$ cat config.mk
export PLATFORM = sky130hd
export DESIGN_NAME = control_unit_state
export DESIGN_NICKNAME = d
export VERILOG_FILES = /design/src/rtl/control_unit_state.sv
export SDC_FILE = /design/constraint.sdc
export NUM_CORES = 1
export LEC_CHECK = 0
export ABC_AREA = 1
export BUFFER_PORTS_ARGS = -buffer_cell sky130_fd_sc_hd__buf_2
export CELL_PAD_IN_SITES_DETAIL_PLACEMENT = 0
export CELL_PAD_IN_SITES_GLOBAL_PLACEMENT = 1
export CORE_MARGIN = 2
export CORE_UTILIZATION = 29
export DETAILED_ROUTE_END_ITERATION = 12
export HOLD_SLACK_MARGIN = 0.08
export PLACE_DENSITY = 0.9
export SLEW_MARGIN = 10
export SYNTH_ARGS = -nofsm -noshare
export SYNTH_HDL_FRONTEND = slang
export SYNTH_SLANG_ARGS = --single-unit
$ cat constraint.sdc
create_clock -name clk -period 2.3 [get_ports clk]
set_input_delay 0.46 -clock clk [delete_from_list [all_inputs] [get_ports clk]]
set_output_delay 0.46 -clock clk [all_outputs]
set_load 0.02 [all_outputs]
$ cat src/rtl/control_unit_state.sv
// Multi-cycle control FSM that steps through fetch, decode and the per-opcode execute states.
// Define CU_PERF_CNT_EN to build the retired-instruction and busy-cycle counters.
module control_unit_state (
  input  logic        clk,
  input  logic        rst_n,
  input  logic        run,
  input  logic        instr_ready,
  input  logic [5:0]  opcode,
  output logic [3:0]  curState,
  output logic        illegal_op,
  output logic [31:0] instr_retired,
  output logic [31:0] cycle_count
);

  typedef enum logic [3:0] {
    S_IDLE      = 4'b0000,
    S_FETCH     = 4'b0001,
    S_DECODE    = 4'b0010,
    S_MEM_ADDR  = 4'b0011,
    S_MEM_READ  = 4'b0100,
    S_MEM_WB    = 4'b0101,
    S_MEM_WRITE = 4'b0110,
    S_EXECUTE   = 4'b0111,
    S_ALU_WB    = 4'b1000,
    S_BRANCH    = 4'b1001,
    S_ADDI_EXEC = 4'b1010,
    S_ADDI_WB   = 4'b1011,
    S_JUMP      = 4'b1100,
    S_SUSPEND   = 4'b1101
  } state_e;

  localparam logic [5:0] OP_LW    = 6'b100011;
  localparam logic [5:0] OP_SW    = 6'b101011;
  localparam logic [5:0] OP_RTYPE = 6'b000000;
  localparam logic [5:0] OP_BEQ   = 6'b000100;
  localparam logic [5:0] OP_ADDI  = 6'b001000;
  localparam logic [5:0] OP_J     = 6'b000010;

  state_e     state_q, state_d;
  logic [5:0] op_q, op_d;
  logic       illegal_q, illegal_d;
  logic       boundary;

  // NOTE: every combinational output gets a default first so no path leaves it unassigned (no latches).
  always_comb begin
    state_d   = state_q;
    op_d      = op_q;
    illegal_d = 1'b0;
    boundary  = 1'b0;
    case (state_q)
      S_IDLE:      if (run) state_d = S_FETCH;
      S_FETCH:     state_d = instr_ready ? S_DECODE : S_SUSPEND;
      S_SUSPEND:   if (instr_ready) state_d = S_DECODE;
      S_DECODE: begin
        op_d = opcode;
        case (opcode)
          OP_LW, OP_SW: state_d = S_MEM_ADDR;
          OP_RTYPE:     state_d = S_EXECUTE;
          OP_BEQ:       state_d = S_BRANCH;
          OP_ADDI:      state_d = S_ADDI_EXEC;
          OP_J:         state_d = S_JUMP;
          default: begin
            // Unsupported opcode retires as a no-op and ends the instruction here.
            illegal_d = 1'b1;
            boundary  = 1'b1;
          end
        endcase
      end
      S_MEM_ADDR:  state_d = (op_q == OP_SW) ? S_MEM_WRITE : S_MEM_READ;
      S_MEM_READ:  state_d = S_MEM_WB;
      S_EXECUTE:   state_d = S_ALU_WB;
      S_ADDI_EXEC: state_d = S_ADDI_WB;
      S_MEM_WB, S_MEM_WRITE, S_ALU_WB, S_BRANCH, S_ADDI_WB, S_JUMP:
        boundary = 1'b1;
      default:     state_d = S_IDLE;
    endcase
    // run is only consulted at instruction boundaries, so dropping it never aborts an instruction.
    if (boundary) state_d = run ? S_FETCH : S_IDLE;
  end

  // NOTE: state flops use non-blocking assignments; reset sits inside the clocked branch so it
  // only takes effect on a rising clk edge.
  always_ff @(posedge clk) begin
    if (!rst_n) begin
      state_q   <= S_IDLE;
      op_q      <= 6'b000000;
      illegal_q <= 1'b0;
    end else begin
      state_q   <= state_d;
      op_q      <= op_d;
      illegal_q <= illegal_d;
    end
  end

  assign curState   = state_q;
  assign illegal_op = illegal_q;

`ifdef CU_PERF_CNT_EN
  logic [31:0] retired_q, retired_d;
  logic [31:0] cycles_q, cycles_d;

  always_comb begin
    retired_d = retired_q + {31'b0, boundary};
    cycles_d  = cycles_q + {31'b0, state_q != S_IDLE};
  end

  always_ff @(posedge clk) begin
    if (!rst_n) begin
      retired_q <= 32'd0;
      cycles_q  <= 32'd0;
    end else begin
      retired_q <= retired_d;
      cycles_q  <= cycles_d;
    end
  end

  assign instr_retired = retired_q;
  assign cycle_count   = cycles_q;
`else
  assign instr_retired = 32'd0;
  assign cycle_count   = 32'd0;
`endif

endmodule

==> summary.md <==
| Metric | Value |
|---|---|
| Site row count | 23 |
| DRC violation count after routing | 0 |
| Setup TNS after final layout | 0 ns |
| Gp weighted congestion | 0.874 |
| Maximum number of pins on one net before global-route repair | 13 |
| Post-synthesis share of cell area spent on full adders, half adders and majority gates | 0% |
| Number of DRC violations after detailed-routing iteration 0 | 30 |
| FFs w/ async S/R, synth | 0% |
| Power dissipated by switching net loads | 0.000391 W |
| DR vias | 924 |
| Number of maximum-capacitance constraint violations | 0 |
| Synthesis-to-finish area growth | -6.43% |
| Post-Synth XOR/XNOR Area | 0% |
| Sinks on Clock Net | 11 |
| Fraction of power consumed by sequential logic | 31.2% |
| Classification of the worst-slack hold path | flip-flop to flip-flop |
| Biggest area consumer among synthesized cells | sky130_fd_sc_hd__buf_4 |
| Post-route fraction of the period consumed by the critical path | 61.6% |
| Number of enable-type register cells in the synthesized netlist | 0 |
| Most frequent cells after synthesis | 64 x sky130_fd_sc_hd__buf_4, 22 x sky130_fd_sc_hd__nor2_1, 19 x sky130_fd_sc_hd__nand2_1 |
| Worst-path fanout max | 12 |
| Post-Syn Instances | 182 |
| Buffers added on ports | 14 |
| Time the worst path needs with I/O delays and setup | 1.42 ns |
| Logic gate share of total power | 46.4% |
| Post-detailed-placement cell area | 1080 µm² |
| Final Max Tran Viols | 0 |
| Overall routing resource usage | 8.16% |
| Clock Skews | 0.000433 ns |
| Distinct cell type count after synthesis | 22 |
| Total Routed Length | 1.89 mm |
| Most area-consuming cells after synthesis | sky130_fd_sc_hd__buf_4 40%, sky130_fd_sc_hd__dfxtp_1 18%, sky130_fd_sc_hd__nor2_1 6.8% |
| Clk Latency, worst-skew pair | 0.23 ns |
| Crit-path max cell delay | 0.39 ns |
| Root buf cell | sky130_fd_sc_hd__clkbuf_8 |
| Die Width | 68.5 µm |
| GRT overflow | 0 |
| CTS resizes | 0 |
| Count leader, synth | sky130_fd_sc_hd__buf_4 |
| Series of cell instances along the critical path | nor2_4 -> nand3_4 -> inv_4 -> nand2_1 -> inv_1 -> nand2_2 -> nand3_1 -> nor2_1 -> nor2_1 -> nor2_1 |
| Yosys top cell area share | 39.8% |
| Average cell area after synthesis | 6.63 µm² |
| Yosys reg bits | 11 |
| Wirelength per Cell | 7.60 µm |
| Boundary pin count | 79 |
| TritonCTS clock tree | done |
| Die Footprint | 4700 µm² |
| Cts bufs inserted | 3 |
| Number of hold-slack violations in the final timing report | 0 |
| Library cell contributing the largest single delay on the critical path | sky130_fd_sc_hd__dfxtp_1 |
| Vias in the first global route | 720 |
| Number of buffers added for setup after CTS | 0 |
| Relative contribution of the clock network to total power | 22.4% |
| Placeable Area | 4000 µm² |
| Total standard cell area after synthesis | 1210 µm² |
| Hold buffer count at CTS | 0 |
| Via density | 3.73 |
| Pleak | 0.645 nW |
| HPWL after DPL | 1.62 mm |
| Highest Clock Rate | 0.705 GHz |
| Power density normalized to cell area | 749 nW/µm² |
| Path type of the worst setup path | flip-flop to flip-flop |
| Main combinational cell family by area after synthesis | buffers and inverters |
| Fraction of the mapped netlist area in simple logic gates | 27.2% |
| Clock slew at reported path FFs | 0.05 ns |
| Maximum vdd drop | 0.000233 V |
| H-tree levels | 1 |
| Portion of netlist area occupied by mux cells | 0% |
| Number of antenna violations at the first check in global routing | 0 |
| Share of synthesized area occupied by flip-flops and latches | 18.2% |
| Prevailing post-synth register cell | sky130_fd_sc_hd__dfxtp_1 |
| Fraction of final layout cells with drive strength greater than 1 | 13.1% |
| Maximum buffer depth of the clock tree | 2 |
| Total setup violations reported at the end of the flow | 0 |
| Design Area, Final | 1130 µm² |
| Sw Share | 46.2% |
| Critical Path Most Common Cell | sky130_fd_sc_hd__nor2_1 |
| Required time of the critical path | 2.43 ns |
| Die Ht | 68.5 µm |
| Kind of end point of the critical path | flip-flop |
| Initial Utilization | 30.2% |
| Number of antenna-violating nets in the routed design | 0 |
| Number of diodes added for antenna fixing | 0 |
| Outcome | complete, no violations |
| Post-layout nets | 209 |
| Launching element type of the critical path | flip-flop |
| Worst path arrival time | 1.55 ns |
| Area fraction in compound gates after synthesis | 6.84% |
| Wire length of the first global-routing pass | 2.93 mm |
| 1st-pass router iterations | 4 |
| Cell-internal power | 0.000455 W |
| Number of warnings reported in the yosys synthesis log | 0 |
| Setup slack of the most critical reg-to-reg path | 0.88 ns |
| Setup repair after global routing missed its margin | false |
-- routing by layer --
layer,vias up,track usage [%],wire length (µm)
li1,476,-,-
met1,400,9.17,769
met2,44,14.8,926
met3,4,1.46,156
met4,0,3.75,33
met5,-,0,0
-- cell usage in the layout (no fill, tap or decap) --
cell                       synthesis  layout
sky130_fd_sc_hd__nand2_2           1       1
sky130_fd_sc_hd__clkbuf_1          0       1
sky130_fd_sc_hd__clkbuf_8          0       3
sky130_fd_sc_hd__nand2_1          19      19
sky130_fd_sc_hd__nand3b_1          1       1
sky130_fd_sc_hd__nor2_1           22      22
sky130_fd_sc_hd__nand4_1           5       5
sky130_fd_sc_hd__inv_2             2       2
sky130_fd_sc_hd__nor2_4            1       1
sky130_fd_sc_hd__dfxtp_1          11      11
sky130_fd_sc_hd__inv_1            17      17
sky130_fd_sc_hd__conb_1            1      64
sky130_fd_sc_hd__inv_4             1       1
sky130_fd_sc_hd__buf_2             0      14
sky130_fd_sc_hd__nor3_1            1       1
sky130_fd_sc_hd__o21bai_1          1       1
sky130_fd_sc_hd__nand3_4           1       1
sky130_fd_sc_hd__a21oi_1           6       6
sky130_fd_sc_hd__o21ai_0           9       9
sky130_fd_sc_hd__nand4_2           1       1
sky130_fd_sc_hd__clkinv_1          1       1
sky130_fd_sc_hd__nor2_2            2       2
sky130_fd_sc_hd__nand3_1          14      14
-- critical path, delay by kind of cell, from the launching register on --
kind / cells / cell delay [ns]
and+or+nand+nor: 8 / 0.72
buffers and inverters: 2 / 0.20
DFF: 1 / 0.39
-- worst paths after layout --
check                                start                       end  cells after the start
hold reg to reg       op_q[2]$_SDFFE_PN0N_      op_q[2]$_SDFFE_PN0N_                      2
setup reg to reg  curState[3]$_SDFFE_PN0P_  curState[0]$_SDFFE_PN0P_                     10
setup / recovery  curState[3]$_SDFFE_PN0P_  curState[0]$_SDFFE_PN0P_                     10
hold / removal        op_q[2]$_SDFFE_PN0N_      op_q[2]$_SDFFE_PN0N_                      2
-- final cells by class --
cell class	count	area, µm²
Fill cell	472	2870
Multi-Input combinational cell	148	651
Timing Repair Buffer	14	70.1
Inverter	21	81.3
Clock buffer	4	45.0
Sequential cell	11	220
Tap cell	50	62.6
-- sequential cells by signal (all words and copies together) (netlist names) --
| signal | cells |
|---|---|
| op_q | 6 |
| illegal_op | 1 |
| curState | 4 |
-- power by group through the flow --
stage	logic, W	registers [W]	clock network (W)
3_5_place_dp	0.000390	0.000268	0
5_1_grt	0.000442	0.000269	0.000198
2_1_floorplan	0.000384	0.000286	0
3_3_place_gp	0.000388	0.000268	0
6_report	0.000393	0.000264	0.000189
4_1_cts	0.000393	0.000264	0.000191
-- kinds of logic after synthesis --
kind of cell,count (synthesis)
compound gates,16
flops,11
other cells,1
buf+inv,86
simple gates,68
-- metrics by stage --
step / hold slack (ns) / std cells / util (%) / power (W) / worst slack (ns)
2_1_floorplan: 0.428 / 245 / - / 0.000670 / 0.938
3_3_place_gp: 0.440 / 244 / 27.1 / 0.000656 / 0.795
3_5_place_dp: 0.444 / 244 / 27.1 / 0.000658 / 0.790
4_1_cts: 0.452 / 248 / 28.2 / 0.000847 / 0.885
5_1_grt: 0.469 / 248 / 28.2 / 0.000909 / 0.754
6_report: 0.450 / 248 / 28.2 / 0.000846 / 0.882
Power figures use the tool's default switching activity.
